[src/rtl/gpio_peripheral.sv]
// GPIO peripheral: a registered output port written from the core bus, and an input port
// read back through a 2-flop synchronizer and an optional per-word debouncer.
// Optional feature macro: GPIO_DEBOUNCE_EN. When it is defined, input changes must be stable
// for DEBOUNCE_CYCLES synchronized samples before they reach gpio_rddata. When it is not
// defined, gpio_rddata shows the synchronizer output directly.
module gpio_peripheral #(
  parameter int unsigned IN_WIDTH        = 8,
  parameter int unsigned OUT_WIDTH       = 8,
  parameter int unsigned DEBOUNCE_CYCLES = 4
) (
  input  logic                 clk,
  input  logic                 rst,
  input  logic                 gpio_wren,
  input  logic [31:0]          bus_wrdata,
  output logic [31:0]          gpio_rddata,
  input  logic [IN_WIDTH-1:0]  pins_in,
  output logic [OUT_WIDTH-1:0] pins_out
);

  // ---------------------------------------------------------------------------
  // Output port
  // ---------------------------------------------------------------------------
  logic [OUT_WIDTH-1:0] out_q;

  // Load the low OUT_WIDTH bits of the store data on a write strobe, otherwise hold.
  always_ff @(posedge clk) begin
    if (rst) begin
      out_q <= '0;
    end else if (gpio_wren) begin
      out_q <= bus_wrdata[OUT_WIDTH-1:0];
    end
  end

  assign pins_out = out_q;

  // Store-data bits above OUT_WIDTH are discarded by design.
  logic unused_wrdata;
  assign unused_wrdata = ^(bus_wrdata >> OUT_WIDTH);

  // ---------------------------------------------------------------------------
  // Input synchronizer: the only logic that touches the asynchronous pins.
  // ---------------------------------------------------------------------------
  logic [IN_WIDTH-1:0] sync1_q;
  logic [IN_WIDTH-1:0] sync2_q;

  // Two-stage metastability filter.
  always_ff @(posedge clk) begin
    if (rst) begin
      sync1_q <= '0;
      sync2_q <= '0;
    end else begin
      sync1_q <= pins_in;
      sync2_q <= sync1_q;
    end
  end

  // Value presented on the read port, before zero-extension.
  logic [IN_WIDTH-1:0] rd_value;

`ifdef GPIO_DEBOUNCE_EN
  // ---------------------------------------------------------------------------
  // Debouncer: a candidate word must be seen on DEBOUNCE_CYCLES consecutive
  // synchronized samples before it replaces the accepted (stable) word.
  // ---------------------------------------------------------------------------
  localparam logic [15:0] CntMax = 16'(DEBOUNCE_CYCLES - 1);

  typedef enum logic [0:0] {
    StIdle,
    StCount
  } state_e;

  state_e              state_q;
  logic [IN_WIDTH-1:0] stable_q;
  logic [IN_WIDTH-1:0] cand_q;
  logic [15:0]         cnt_q;

  // Debounce FSM: track a candidate, restart on a new value, drop it on a glitch.
  always_ff @(posedge clk) begin
    if (rst) begin
      state_q  <= StIdle;
      stable_q <= '0;
      cand_q   <= '0;
      cnt_q    <= '0;
    end else begin
      unique case (state_q)
        StIdle: begin
          if (sync2_q != stable_q) begin
            cand_q  <= sync2_q;
            cnt_q   <= 16'd1;
            state_q <= StCount;
          end else begin
            cnt_q <= '0;
          end
        end
        StCount: begin
          if (sync2_q == stable_q) begin
            // Input fell back to the accepted value: glitch rejected.
            cnt_q   <= '0;
            state_q <= StIdle;
          end else if (sync2_q != cand_q) begin
            // A different new value: restart the run from this sample.
            cand_q <= sync2_q;
            cnt_q  <= 16'd1;
          end else if (cnt_q == CntMax) begin
            stable_q <= cand_q;
            cnt_q    <= '0;
            state_q  <= StIdle;
          end else begin
            cnt_q <= cnt_q + 16'd1;
          end
        end
        default: begin
          cnt_q   <= '0;
          state_q <= StIdle;
        end
      endcase
    end
  end

  assign rd_value = stable_q;
`else
  // No debouncer: the read port follows the synchronizer with a 2-edge latency.
  assign rd_value = sync2_q;
`endif

  // Combinational read data so a single-cycle load sees the current value.
  always_comb begin
    gpio_rddata = '0;
    gpio_rddata[IN_WIDTH-1:0] = rd_value;
  end

endmodule

[config.mk]
export PLATFORM = sky130hd
export DESIGN_NAME = gpio_peripheral
export DESIGN_NICKNAME = d
export VERILOG_FILES = /design/src/rtl/gpio_peripheral.sv
export SDC_FILE = /design/constraint.sdc
export NUM_CORES = 1
export LEC_CHECK = 0
export CORE_UTILIZATION = 23
export DETAILED_ROUTE_END_ITERATION = 6
export DONT_BUFFER_PORTS = 1
export GPL_ROUTABILITY_DRIVEN = 0
export GPL_TIMING_DRIVEN = 0
export PLACE_DENSITY = 0.41
export SLEW_MARGIN = 0
export SYNTH_ARGS = -nofsm -noshare
export SYNTH_HDL_FRONTEND = slang
export SYNTH_SLANG_ARGS = --single-unit
[constraint.sdc]
create_clock -name clk -period 1.7 [get_ports clk]
set_input_delay 0.51 -clock clk [delete_from_list [all_inputs] [get_ports clk]]
set_output_delay 0.51 -clock clk [all_outputs]
set_load 0.02 [all_outputs]
==> out/results.tsv <==
stage	metric	value	unit
pwr	VDD IR max	0.379	mV
route	drt total wl	1360	um
synth	Synth Cell Area	901	um2
floorplanning	row cnt	22	
route	via count	513	
critical_path	R2R Setup Slk	0.98	ns
floorplanning	Die Y	64.6	um
floorplanning	core box area	3720	um2
route	residual DRC count	0	
clocking	cts hold-fix bufs	0	
synth	count of cell types in the netlist	7	
clocking	Root Driver	clkbuf_8	
min_path	Hold EP	rd_value[1]	
clocking	clock sinks	24	
global_routing	initial antenna violation count	0	
route	Antenna Nets Post-Route	0	
timing	Clock Skew	0.000265	ns
critical_path	Worst path depth	0	
min_path	WHS Path Cells	1	
critical_path	worst endpoint required time	1.19	ns
placement	pre-CTS WS	0.692	ns
timing	setup TNS	0	ns
clocking	maximum clock insertion buffer count	2	
synth	number of flops mapped to enable cells by yosys	0	
timing	RSZ-0062 raised after global routing	false	
synth	Mapped Cells	84	
flow_run	Max Cap Violations	0	
critical_path	CP startpoint kind	register	
placement	PortBufs	0	
critical_path	RR Startpoint	pins_out[7]	
floorplanning	initial core utilization	0.242	
synth	YS warnings	0	
min_path	Worst Hold Launch	rst	
route	Via density	3.23	
min_path	worst min path class	in -> reg	
finish	Nets	155	
global_routing	largest net degree at the start of global routing	15	
critical_path	CP Class	reg -> out	
clocking	Worst-path clk slew	0.08	ns
timing	minimum clock period	1.23	ns
synth	Synth Flop Type	dfxtp_1	
timing	Hold Fails Final Rpt	0	
clocking	worst-skew pair later-pin latency	0.26	ns
critical_path	reg2reg end	pins_out[7]	
floorplanning	Die Width	64.6	um
critical_path	CP Capture Type	output pin	
critical_path	Max FO, Critical Path	2	
timing	PnR worst setup slack	0.469	ns
global_routing	GRT Util Overall	0.0634	
clocking	CTS tree	built	
synth	area leader, netlist	dfxtp_1	
floorplanning	IO Pins	83	
timing	Max Fclk	813	MHz
pwr	Power per Cell Area	1120	nW/um2
synth	sequential-to-total area share from yosys stat	0.533	
route	1st-iter DRT viols	8	
finish	ratio of cells with drive above 1 in the final layout	0.279	
pwr	Tot Pwr	1.25	mW
finish	design area	1120	um2
global_routing	number of global-route vias before repair	447	
synth	ys async rst share	0	
route	DR pass1 iterations	3	
synth	Synth top area share	0.533	
global_routing	global-route wire length before repair	1960	um
route	wire per inst	8.55	um
clocking	H-tree lvl count	1	
placement	Placed Area	1050	um2
finish	final std cells w/o fill	159	
floorplanning	Die Area	4170	um2
synth	#FFs+latches synth	24	
pwr	Leakage	0.556	nW
global_routing	total grt overflow	0	
critical_path	crit path DAT	0.72	ns
clocking	Resized Gates After CTS	0	
synth	most numerous cell in the Yosys netlist	buf_4	
clocking	total CTS buffers	3	
placement	dpl cells	155	
timing	final setup fails	0	
synth	largest cells by area after synthesis	dfxtp_1 (53%), buf_4 (22%), nor2b_1 (11%)	
timing	crit share post-route	0.724	
finish	area delta synth->final	24.2	%
synth	top cells by count, synth	buf_4 (26), dfxtp_1 (24), nor2b_1 (16)	
clocking	Post-CTS Setup Bufs	0	
finish	# diodes	0	
outcome	status	completed	
timing	Final Max Slew Viols	0	
critical_path	R2R cell count	2	
synth	Mean Syn Cell Area	10.7	um2
-- layout by cell type, fill, tap and decap left out, drive strengths merged --
cell	count
conb	24
nor2	8
mux2i	8
dfxtp	24
nor2b	16
buf	27
clkbuf	3
bufinv	1
-- layer usage --
| layer | GRT usage | part of all wire | vias to the layer above |
|---|---|---|---|
| met1 | 0.0630 | 0.41 | 214 |
| met3 | 0.0264 | 0.13 | 2 |
| met4 | 0.0583 | 0.020 | 0 |
| met5 | 0 | 0 | - |
| li1 | - | - | 261 |
| met2 | 0.100 | 0.44 | 36 |
-- power by group --
part	total, mW	internal [mW]	switching [mW]
Sequential	0.626	0.591	0.0350
Combinational	0.136	0.0622	0.0742
Clock	0.487	0.314	0.173
Total	1.25	0.967	0.282
-- per-stage QoR --
stage,hold slack [ns],utilization
finish,0.305,0.301
global route,0.295,0.301
CTS,0.297,0.301
floorplan,0.414,-
detailed placement,0.429,0.282
global placement,0.421,0.282
-- how the worst max path moves through the flow --
stage	start	end	slack (ns)
floorplan	gpio_wren	pins_out[0]	0.74
global placement	gpio_wren	pins_out[4]	0.71
detailed placement	gpio_wren	pins_out[2]	0.69
CTS	pins_out[1]	pins_out[1]	0.46
global route	pins_out[0]	pins_out[0]	0.44
finish	pins_out[1]	pins_out[1]	0.47
-- flip-flops by register name, indices dropped and copies added (netlist names) --
signal,count
pins_out,8
sync1_q,8
rd_value,8
-- cell families after synthesis --
kind of cell,Yosys count,share of synthesized area
AND/OR/NAND/NOR,24,0.144
multiplexers,8,0.0889
other,1,0.00416
flip-flops,24,0.533
buffers and inverters,27,0.229
-- cell type report --
class	instances	area (um2)
Sequential cell	24	480
Multi-Input combinational cell	56	300
Tap cell	48	60.1
Clock inverter	1	30.0
Clock buffer	3	41.3
Fill cell	405	2600
Buffer	27	206
(Power assumes the default switching activity.)
